===== config.mk =====
export PLATFORM = sky130hd
export DESIGN_NAME = uart_tx
export DESIGN_NICKNAME = d
export VERILOG_FILES = /design/src/rtl/uart_tx.sv
export SDC_FILE = /design/constraint.sdc
export NUM_CORES = 1
export LEC_CHECK = 0
export CAP_MARGIN = 20
export CORE_ASPECT_RATIO = 1.25
export CORE_UTILIZATION = 50
export CTS_BUF_LIST = sky130_fd_sc_hd__clkbuf_8
export DETAILED_ROUTE_END_ITERATION = 7
export GPL_ROUTABILITY_DRIVEN = 0
export PLACE_DENSITY_LB_ADDON = 0.05
export SYNTH_ARGS = -nofsm -noshare
export SYNTH_HDL_FRONTEND = slang
export SYNTH_SLANG_ARGS = --single-unit

===== constraint.sdc =====
create_clock -name clk -period 2.3 [get_ports clk]
set_input_delay 0.345 -clock clk [delete_from_list [all_inputs] [get_ports clk]]
set_output_delay 0.345 -clock clk [all_outputs]
set_load 0.03 [all_outputs]

===== src/rtl/uart_tx.sv =====
// -----------------------------------------------------------------------------
// uart_tx - asynchronous serial transmitter
//
// Sends one byte per accepted request as a UART frame. The frame is a start
// bit, DBIT data bits sent LSB first, an optional parity bit and a stop
// period. Bit timing comes from a 16x oversampling strobe (s_tick). Each
// start, data and parity bit lasts 16 strobes. The stop period lasts
// SB_TICK strobes.
//
// Parameters:
//   DBIT     data bits per frame (5..8)
//   SB_TICK  stop period in strobes (16, 24 or 32)
//   PARITY   0 = none, 1 = odd, 2 = even
//
// Ports:
//   clk           in   system clock
//   reset         in   asynchronous active-high reset
//   s_tick        in   16x baud strobe, one clk cycle wide
//   tx_start      in   transmit request, sampled only while idle
//   din[7:0]      in   byte to send, bits [DBIT-1:0] used, captured on accept
//   tx_done_tick  out  one-cycle pulse after the last stop strobe
//   tx_busy       out  high while a frame is in progress
//   tx            out  registered serial line, idle high
// -----------------------------------------------------------------------------
module uart_tx #(
  parameter int DBIT    = 8,
  parameter int SB_TICK = 16,
  parameter int PARITY  = 0
) (
  input  logic       clk,
  input  logic       reset,
  input  logic       s_tick,
  input  logic       tx_start,
  input  logic [7:0] din,
  output logic       tx_done_tick,
  output logic       tx_busy,
  output logic       tx
);

  localparam logic [4:0] BIT_LAST  = 5'd15;
  localparam logic [4:0] STOP_LAST = 5'(SB_TICK - 1);
  localparam logic [2:0] DATA_LAST = 3'(DBIT - 1);

  typedef enum logic [2:0] {
    ST_IDLE  = 3'd0,
    ST_START = 3'd1,
    ST_DATA  = 3'd2,
    ST_PAR   = 3'd3,
    ST_STOP  = 3'd4
  } state_t;

  state_t            state_q, state_d;
  logic [4:0]        s_cnt_q, s_cnt_d;
  logic [2:0]        n_cnt_q, n_cnt_d;
  logic [DBIT-1:0]   b_q, b_d;
  logic              p_q, p_d;
  logic              tx_q, tx_d;
  logic              done_q, done_d;
  logic              busy_q, busy_d;

  // The accumulator holds the XOR of the data bits sent so far. Even parity
  // sends it unchanged. Odd parity sends its complement.
  function automatic logic parity_out(input logic acc);
    if (PARITY == 2) begin
      return acc;
    end else begin
      return ~acc;
    end
  endfunction

  // State, counters, shift register and registered outputs.
  always_ff @(posedge clk or posedge reset) begin
    if (reset) begin
      state_q <= ST_IDLE;
      s_cnt_q <= 5'd0;
      n_cnt_q <= 3'd0;
      b_q     <= '0;
      p_q     <= 1'b0;
      tx_q    <= 1'b1;
      done_q  <= 1'b0;
      busy_q  <= 1'b0;
    end else begin
      state_q <= state_d;
      s_cnt_q <= s_cnt_d;
      n_cnt_q <= n_cnt_d;
      b_q     <= b_d;
      p_q     <= p_d;
      tx_q    <= tx_d;
      done_q  <= done_d;
      busy_q  <= busy_d;
    end
  end

  // Next-state logic. Counters only move on a strobe, so between strobes
  // everything holds.
  always_comb begin
    state_d = state_q;
    s_cnt_d = s_cnt_q;
    n_cnt_d = n_cnt_q;
    b_d     = b_q;
    p_d     = p_q;
    done_d  = 1'b0;

    case (state_q)
      ST_IDLE: begin
        // A strobe in the accept cycle is not counted, because IDLE ignores s_tick.
        if (tx_start) begin
          b_d     = din[DBIT-1:0];
          s_cnt_d = 5'd0;
          p_d     = 1'b0;
          state_d = ST_START;
        end else begin
          state_d = ST_IDLE;
        end
      end

      ST_START: begin
        if (s_tick) begin
          if (s_cnt_q == BIT_LAST) begin
            s_cnt_d = 5'd0;
            n_cnt_d = 3'd0;
            state_d = ST_DATA;
          end else begin
            s_cnt_d = s_cnt_q + 5'd1;
          end
        end else begin
          state_d = ST_START;
        end
      end

      ST_DATA: begin
        if (s_tick) begin
          if (s_cnt_q == BIT_LAST) begin
            s_cnt_d = 5'd0;
            b_d     = b_q >> 1;
            p_d     = p_q ^ b_q[0];
            if (n_cnt_q == DATA_LAST) begin
              state_d = (PARITY != 0) ? ST_PAR : ST_STOP;
            end else begin
              n_cnt_d = n_cnt_q + 3'd1;
            end
          end else begin
            s_cnt_d = s_cnt_q + 5'd1;
          end
        end else begin
          state_d = ST_DATA;
        end
      end

      ST_PAR: begin
        if (s_tick) begin
          if (s_cnt_q == BIT_LAST) begin
            s_cnt_d = 5'd0;
            state_d = ST_STOP;
          end else begin
            s_cnt_d = s_cnt_q + 5'd1;
          end
        end else begin
          state_d = ST_PAR;
        end
      end

      ST_STOP: begin
        if (s_tick) begin
          if (s_cnt_q == STOP_LAST) begin
            s_cnt_d = 5'd0;
            done_d  = 1'b1;
            state_d = ST_IDLE;
          end else begin
            s_cnt_d = s_cnt_q + 5'd1;
          end
        end else begin
          state_d = ST_STOP;
        end
      end

      default: begin
        // Unreachable encodings fall back to idle, and the line returns high.
        state_d = ST_IDLE;
        s_cnt_d = 5'd0;
        n_cnt_d = 3'd0;
      end
    endcase
  end

  // The line level is derived from the next state. This way tx changes on the
  // same edge that changes the state.
  always_comb begin
    tx_d   = 1'b1;
    busy_d = (state_d != ST_IDLE);
    case (state_d)
      ST_IDLE:  tx_d = 1'b1;
      ST_START: tx_d = 1'b0;
      ST_DATA:  tx_d = b_d[0];
      ST_PAR:   tx_d = parity_out(p_d);
      ST_STOP:  tx_d = 1'b1;
      default:  tx_d = 1'b1;
    endcase
  end

  assign tx           = tx_q;
  assign tx_busy      = busy_q;
  assign tx_done_tick = done_q;

endmodule


==> results of run 1 <==
-- metrics by stage --
| stage | util | hold WS (ps) | total power, mW | std cells |
|---|---|---|---|---|
| final | 0.629 | 416 | 1.48 | 161 |
| after global routing | 0.629 | 441 | 1.60 | 161 |
| after CTS | 0.629 | 421 | 1.50 | 161 |
| after detailed placement | 0.610 | 481 | 1.26 | 157 |
| after global placement | 0.610 | 475 | 1.24 | 157 |
| after floorplan | - | 346 | 1.14 | 115 |
-- final cells by class --
class	instances	share of cell area
flip-flops and latches	23	0.402
multi-input cells	75	0.401
repair buffers	16	0.108
inverters	12	0.0314
clock buffers	3	0.0287
well taps	31	0.0270
clock inverters	1	0.00261
-- registers in the layout, summed over array words and instances (netlist names) --
register	flops
b_q	8
s_cnt_q	5
n_cnt_q	3
state_q	3
p_q	1
tx	1
tx_busy	1
tx_done_tick	1
-- cell families (layout without fill, tap and decap cells) --
logic type	count (synthesis)	after routing	synth area share
compound gates	30	30	0.206
fa+ha+maj	3	3	0.0302
buf+inv	17	32	0.0716
flops	23	23	0.465
mux	3	3	0.0272
simple gates	39	39	0.201
-- worst max-delay path, stage by stage, from the launching register on --
cell     delay (ps)
dfrtp_1         410
ha_1            250
and4b_2         310
nand2_4          90
a31oi_4         210
inv_1            70
or3_1           360
-- layer usage --
layer,global-route usage,share of wire
met5,0,0
met4,0.0756,0.014
met1,0.253,0.44
met3,0.0280,0.028
met2,0.310,0.52
-- power by group --
group          switching [mW]  internal [mW]
Clock                   0.118          0.119
Sequential              0.168          0.550
Combinational           0.261          0.267
-- synth_stat cells (2+ instances only) --
master | instances | area [sq um]
nor2_1 | 6 | 22.5
mux2_2 | 3 | 33.8
o21ai_0 | 7 | 35.0
a222oi_1 | 6 | 60.1
buf_2 | 2 | 10.0
inv_1 | 12 | 45.0
nand3_1 | 6 | 30.0
ha_1 | 3 | 37.5
a21oi_1 | 2 | 10.0
and3_1 | 2 | 12.5
buf_6 | 3 | 33.8
nand2_1 | 9 | 33.8
o21ai_1 | 2 | 10.0
dfrtp_1 | 22 | 551
nor3_1 | 2 | 10.0
-- worst min path at each step --
| stage | from | end | slack, ps | depth (start not counted) |
|---|---|---|---|---|
| finish | reset | s_cnt_q[2]$_DFFE_PP0P_ | 420 | 3 |
| global route | reset | s_cnt_q[2]$_DFFE_PP0P_ | 440 | 3 |
| CTS | reset | s_cnt_q[2]$_DFFE_PP0P_ | 420 | 3 |
| detailed placement | b_q[3]$_DFFE_PP0P_ | b_q[2]$_DFFE_PP0P_ | 480 | 2 |
| global placement | b_q[3]$_DFFE_PP0P_ | b_q[2]$_DFFE_PP0P_ | 470 | 2 |
| floorplan | reset | b_q[0]$_DFF_PP0_ | 350 | 1 |
==> flow_metrics.tcl, run 1 <==
set metrics [dict create \
    clkLatencyLatePin_ps 260 \
    final_area_sq_um 1440 \
    finalMaxSlewViolations 0 \
    r2r-start "s_cnt_q[0]$_DFFE_PP0P_" \
    grt_pass1_wl_um 3770 \
    r2r-end "tx_busy$_DFF_PP0_" \
    status "finished clean" \
    multi_input_area_sq_um 576 \
    ys_async_sr_fraction 1.00 \
    ant_nets 0 \
    endpoint_kind "register" \
    overflow 0 \
    relSlewSlack 0.654 \
    yosys_register_bits 23 \
    skew_ps 2.35 \
    fp.dieH_um 57.7 \
    vias_per_cell 5.76 \
    clockBufferDepth 2 \
    power_density_nw_per_um2 1030 \
    nFillCells 201 \
    ff2ff_path_depth 6 \
    crit_end "tx_busy$_DFF_PP0_" \
    cp-start-kind "register" \
    yosys_warnings 0 \
    synth_nets 130 \
    cts_tree "yes" \
    cts_setup_buffers 0 \
    wirelength_um 2130 \
    cts_made_buffers 3 \
    rows 19 \
    clkTransAtPathRegs_ps 80 \
    wl_per_cell_um 13.2 \
    clock_sinks 23 \
    cp_max_fo 5 \
    vdd_ir_drop_max_mv 0.562 \
    finalHoldViolations 0 \
    antenna_found_initial 0 \
    min_path_type "input pin to async pin" \
    grt_pass1_vias 866 \
    synthToLayoutAreaGrowth_pct 15.7 \
    vias 927 \
    drive_above_1_share 0.177 \
    ios 15 \
    chipWidth_um 46.6 \
    max_freq_mhz 546 \
    cts_root_buf "clkbuf_8" \
    syn_area_sq_um 1240 \
    nets 146 \
    crit_path_start "s_cnt_q[0]$_DFFE_PP0P_" \
    dp_hpwl_um 1610 \
    setup_viol 0 \
    reg2reg_setup_slack_ps 470 \
    synth.distinct_cells 43 \
    cts_resized 0 \
    h-tree-depth 1 \
    grt_setup_unrepaired "false" \
    crit_type "register to register" \
    holdBufCountCts 0 \
    synth-edff-count 0 \
    dieArea_sq_um 2690 \
    drtPass1Iterations 4 \
    dp_slack_ps 344 \
    n_antenna_cell 0 \
    cp.required_ps 2440 \
    drc_errors 0 \
    postSynthAreaPerCell_sq_um 10.8 \
    grt_max_degree 24 \
    p_leak_nw 0.669 \
    drv_cap 0 \
    seq_area_frac_synth 0.465 \
    mostFrequentLayoutCell "dfrtp_1" \
    timing.final.crit_share 0.797 \
    coreArea_sq_um 2280 \
    portBuffers 14 \
    tns_ps 0 \
    drt_iter0_drc 29 \
    track_usage 0.192 \
    start_util 0.544 \
    tightestPinTransition_ps 519 \
    synth_ff_type "dfrtp_1" \
    post-route-min-period_ps 1830 \
    mostFrequentLayoutCells "dfrtp_1 (22), clkdlybuf4s50_1 (14), inv_1 (13)" \
    crit_arrival_ps 1970 \
    dpl_cell_area_sq_um 1390 \
    setup_slack_ps 467 \
    syn_inst 115 \
    ff_latch_area_sq_um 577 \
]
Power figures use the tool's default switching activity.
==> run 2, diff against run 1 <==
- clock period: 2.3 -> 1.5 ns (I/O delays scaled with it)
==> run 2 against run 1 <==
Net effect: the run now ends with negative setup slack left; maximum frequency grew 6.2%; sequential power grew 43%; register-to-register slack lost 690 ps; global-route usage grew 4.2 points; design area grew 20%; critical path depth grew 1; count of clock-buffer cells in the layout is the same; power grew 88%; worst hold slack lost 240 ps; largest cell class is now multi-input gates.
==> flow_metrics.tcl, run 2 (synthesis gave the netlist of run 1 again) <==
set metrics [dict create \
    max_freq_mhz 579 \
    drive_above_1_share 0.411 \
    timing.final.crit_share 1.15 \
    overflow 0 \
    cts_root_buf "clkbuf_8" \
    grt_max_degree 14 \
    portBuffers 14 \
    nFillCells 181 \
    holdBufCountCts 0 \
    grt_setup_unrepaired "true" \
    ff_latch_area_sq_um 579 \
    p_leak_nw 0.830 \
    relSlewSlack 0.764 \
    dieArea_sq_um 2690 \
    tightestPinTransition_ps 353 \
    h-tree-depth 1 \
    cp-start-kind "register" \
    clock_sinks 23 \
    setup_viol 18 \
    dp_hpwl_um 2020 \
    wirelength_um 2790 \
    min_path_type "input pin to async pin" \
    start_util 0.544 \
    endpoint_kind "register" \
    clkLatencyLatePin_ps 270 \
    power_density_nw_per_um2 1620 \
    antenna_found_initial 0 \
    setup_slack_ps -226 \
    reg2reg_setup_slack_ps -230 \
    vias_per_cell 5.53 \
    mostFrequentLayoutCells "buf_4 (30), dfrtp_1 (20), inv_1 (11), clkdlybuf4s50_1 (11), nand2_1 (9)" \
    fp.dieH_um 57.7 \
    cp.required_ps 1700 \
    ios 15 \
    clockBufferDepth 2 \
    skew_ps 5.36 \
    final_util 0.754 \
    violations "negative setup slack" \
    largest_register_ffs 8 \
    dp_slack_ps -310 \
    vias 1045 \
    ff2ff_path_depth 7 \
    n_antenna_cell 0 \
    status "finished, violations left" \
    wl_per_cell_um 14.8 \
    finalMaxSlewViolations 0 \
    power_mw 2.79 \
    cts_made_buffers 3 \
    r2r-end "tx$_DFF_PP1_" \
    ant_nets 0 \
    top_register "b_q" \
    dpl_cell_area_sq_um 1570 \
    post-route-min-period_ps 1730 \
    r2r-start "s_cnt_q[0]$_DFFE_PP0P_" \
    tns_ps -1840 \
    drtPass1Iterations 4 \
    multi_input_area_sq_um 643 \
    cp_max_fo 5 \
    drv_cap 0 \
    nets 174 \
    synthToLayoutAreaGrowth_pct 38.7 \
    track_usage 0.234 \
    final_area_sq_um 1720 \
    crit_type "register to register" \
    clkTransAtPathRegs_ps 80 \
    drt_iter0_drc 29 \
    rows 19 \
    vdd_ir_drop_max_mv 1.20 \
    crit_path_start "s_cnt_q[0]$_DFFE_PP0P_" \
    finalHoldViolations 0 \
    biggestRegsByFlops "b_q (8), s_cnt_q (5)" \
    chipWidth_um 46.6 \
    crit_arrival_ps 1930 \
    cts_tree "yes" \
    mostFrequentLayoutCell "buf_4" \
    grt_pass1_wl_um 4430 \
    drc_errors 0 \
    coreArea_sq_um 2280 \
    grt_pass1_vias 1036 \
]
[run 2: per-stage QoR]
stage | instances | hold slack [ps]
5_1_grt | 189 | 212
3_3_place_gp | 179 | 464
6_report | 189 | 179
2_1_floorplan | 115 | 226
3_5_place_dp | 179 | 472
4_1_cts | 184 | 184
[run 2: critical path, stage by stage (launching register included)]
cell,delay [ps]
dfrtp_1,370
ha_2,200
and4b_2,260
nand2_4,80
o32a_1,310
buf_4,160
o21ai_2,170
o31ai_2,100
[run 2: layout make-up]
class	count	area share
sequential	23	0.336
multi-input combinational	75	0.374
timing repair buffer	44	0.214
tap	31	0.0225
inverter	12	0.0262
clock inverter	1	0.00291
clock buffer	3	0.0240
[run 2: layer usage]
layer | share of wire | GRT usage | vias up
met5 | 0 | 0 | -
met4 | 0.033 | 0.122 | 0
met3 | 0.032 | 0.0498 | 11
met2 | 0.52 | 0.385 | 18
met1 | 0.41 | 0.275 | 508
li1 | - | - | 508
[run 2: power by group]
part | leakage, nW | switching [mW] | internal [mW]
Clock | 0.0255 | 0.206 | 0.186
Combinational | 0.523 | 0.651 | 0.723
Sequential | 0.281 | 0.178 | 0.848
[run 2: worst max path at each step]
stage,to
6_report,tx$_DFF_PP1_
5_1_grt,tx$_DFF_PP1_
4_1_cts,tx$_DFF_PP1_
3_5_place_dp,tx$_DFF_PP1_
3_3_place_gp,tx$_DFF_PP1_
2_1_floorplan,n_cnt_q[0]$_DFFE_PP0P_
[run 2: repair_timing]
item / in CTS / in global routing
pin swaps: 3 / 12
endpoints found under the setup margin: 16 / 20
setup buffers: 1 / 5
gates resized for setup: 11 / 9
==> run 3, diff against run 2 <==
- CORE_MARGIN: unset -> 4
==> run 3 against run 2 <==
Net effect: the flow still finishes with violations (negative setup slack); power increased by 5.8%; first-iteration DRC count increased by 79%; sequential power about the same; combinational power increased by 10%; largest cell class unchanged; routed wire length increased by 23%; global-route usage decreased by 2.0 points; non-clock buffer count increased by 7; critical endpoint is now n_cnt_q[2]$_DFFE_PP0P_.
==> flow_metrics.tcl, run 3 (synthesis gave the netlist of run 1 again) <==
set metrics [dict create \
    status "finished, violations left" \
    violations "negative setup slack" \
    n_antenna_cell 0 \
    holdBufCountCts 0 \
    nets 181 \
    post-route-min-period_ps 1730 \
    hold_ws_ps 167 \
    h-tree-depth 1 \
    finalMaxSlewViolations 0 \
    biggestRegsByFlops "b_q (8), s_cnt_q (5)" \
    min_path_type "input pin to async pin" \
    fp.dieH_um 63.7 \
    grt_pass1_vias 1139 \
    cp.required_ps 1650 \
    drive_above_1_share 0.467 \
    dieArea_sq_um 3350 \
    ios 15 \
    final_area_sq_um 1820 \
    cp-start-kind "register" \
    drc_errors 0 \
    cts_root_buf "clkbuf_8" \
    cp_max_fo 5 \
    ant_nets 0 \
    wirelength_um 3450 \
    coreArea_sq_um 2280 \
    power_density_nw_per_um2 1620 \
    crit_arrival_ps 1880 \
    grt_max_degree 15 \
    vias 1154 \
    start_util 0.544 \
    cts_tree "yes" \
    setup_viol 18 \
    clkTransAtPathRegs_ps 90 \
    dpl_cell_area_sq_um 1560 \
    chipWidth_um 52.6 \
    grt_pass1_wl_um 5340 \
    finalHoldViolations 0 \
    skew_ps 11.6 \
    endpoint_kind "register" \
    vdd_ir_drop_max_mv 1.14 \
    p_leak_nw 0.866 \
    vias_per_cell 5.89 \
    final_util 0.799 \
    track_usage 0.214 \
    clockBufferDepth 2 \
    rows 19 \
    tightestPinTransition_ps 317 \
    drv_cap 0 \
    portBuffers 14 \
    synthToLayoutAreaGrowth_pct 47.0 \
    timing.final.crit_share 1.15 \
    mostFrequentLayoutCells "buf_4 (33), dfrtp_1 (19), inv_1 (11), clkdlybuf4s50_1 (11), nand2_1 (8)" \
    top_register "b_q" \
    cts_made_buffers 3 \
    clock_sinks 23 \
    clkLatencyLatePin_ps 270 \
    relSlewSlack 0.788 \
    finalNonFillerCells 196 \
    drtPass1Iterations 6 \
    overflow 0 \
    placedCellCount 177 \
    wl_per_cell_um 17.6 \
    grt_setup_unrepaired "true" \
    dp_hpwl_um 2050 \
    crit_type "register to register" \
    drt_iter0_drc 52 \
    largest_register_ffs 8 \
    max_freq_mhz 577 \
    setup_slack_ps -232 \
    antenna_found_initial 0 \
    mostFrequentLayoutCell "buf_4" \
]
-- run 3: cell types whose count changed in the layout (fill, tap and decap cells not counted), moves of 2 or more --
cell and change:
buf_4 +3, buf_6 +3, nor2_1 -2, o21ai_0 -2
-- run 3: path summary, 6_finish.rpt --
path	startpoint	end	slack, ps	cells past startpoint
max	s_cnt_q[0]$_DFFE_PP0P_	n_cnt_q[2]$_DFFE_PP0P_	-230	6
min	reset	p_q$_DFF_PP0_	170	2
max reg2reg	s_cnt_q[0]$_DFFE_PP0P_	n_cnt_q[2]$_DFFE_PP0P_	-230	6
min reg2reg	b_q[7]$_DFFE_PP0P_	b_q[6]$_DFFE_PP0P_	500	2
max in group asynchronous	reset	state_q[0]$_DFF_PP0_	900	3
min in group clk	b_q[7]$_DFFE_PP0P_	b_q[6]$_DFFE_PP0P_	500	2
-- run 3: power breakdown --
part	total (mW)	internal, mW	switching, mW
registers	1.05	0.851	0.198
clock network	0.395	0.188	0.207
logic	1.51	0.779	0.729
total	2.95	1.82	1.13
-- run 3: what timing repair did --
action | CTS | global route
setup buffers | 8 | 7
gates resized for setup | 19 | 12
setup endpoints to repair | 19 | 22
pin swaps | 5 | 9
endpoints found under the hold margin | 0 | 0
-- run 3: metal layers --
layer	GRT usage	vias to the layer above	wire length [um]
met5	0	-	0
met4	0.112	0	88
met3	0.0354	13	140
met2	0.376	43	1910
met1	0.238	575	1310
li1	-	523	-
-- run 3: area by class of cell --
type | count | area, sq um
clock buffer | 3 | 41.3
sequential | 23 | 581
timing repair buffer | 51 | 445
fill | 157 | 458
clock inverter | 1 | 7.51
inverter | 12 | 45.0
multi-input combinational | 75 | 666
tap | 31 | 38.8
-- run 3: worst max-delay path, stage by stage (launching register included) --
cell,delay [ps]
dfrtp_1,380
ha_2,200
and4b_2,300
nand2_4,90
a21oi_2,110
o22a_2,220
mux2_4,310
-- run 3: metrics by stage --
step	TNS [ps]	setup WS, ps	total power, mW
after global routing	-3240	-262	3.14
after detailed placement	-2860	-295	2.21
after global placement	-2320	-216	2.16
after floorplan	-823	-150	1.78
after CTS	-1710	-191	2.73
final	-2370	-232	2.95
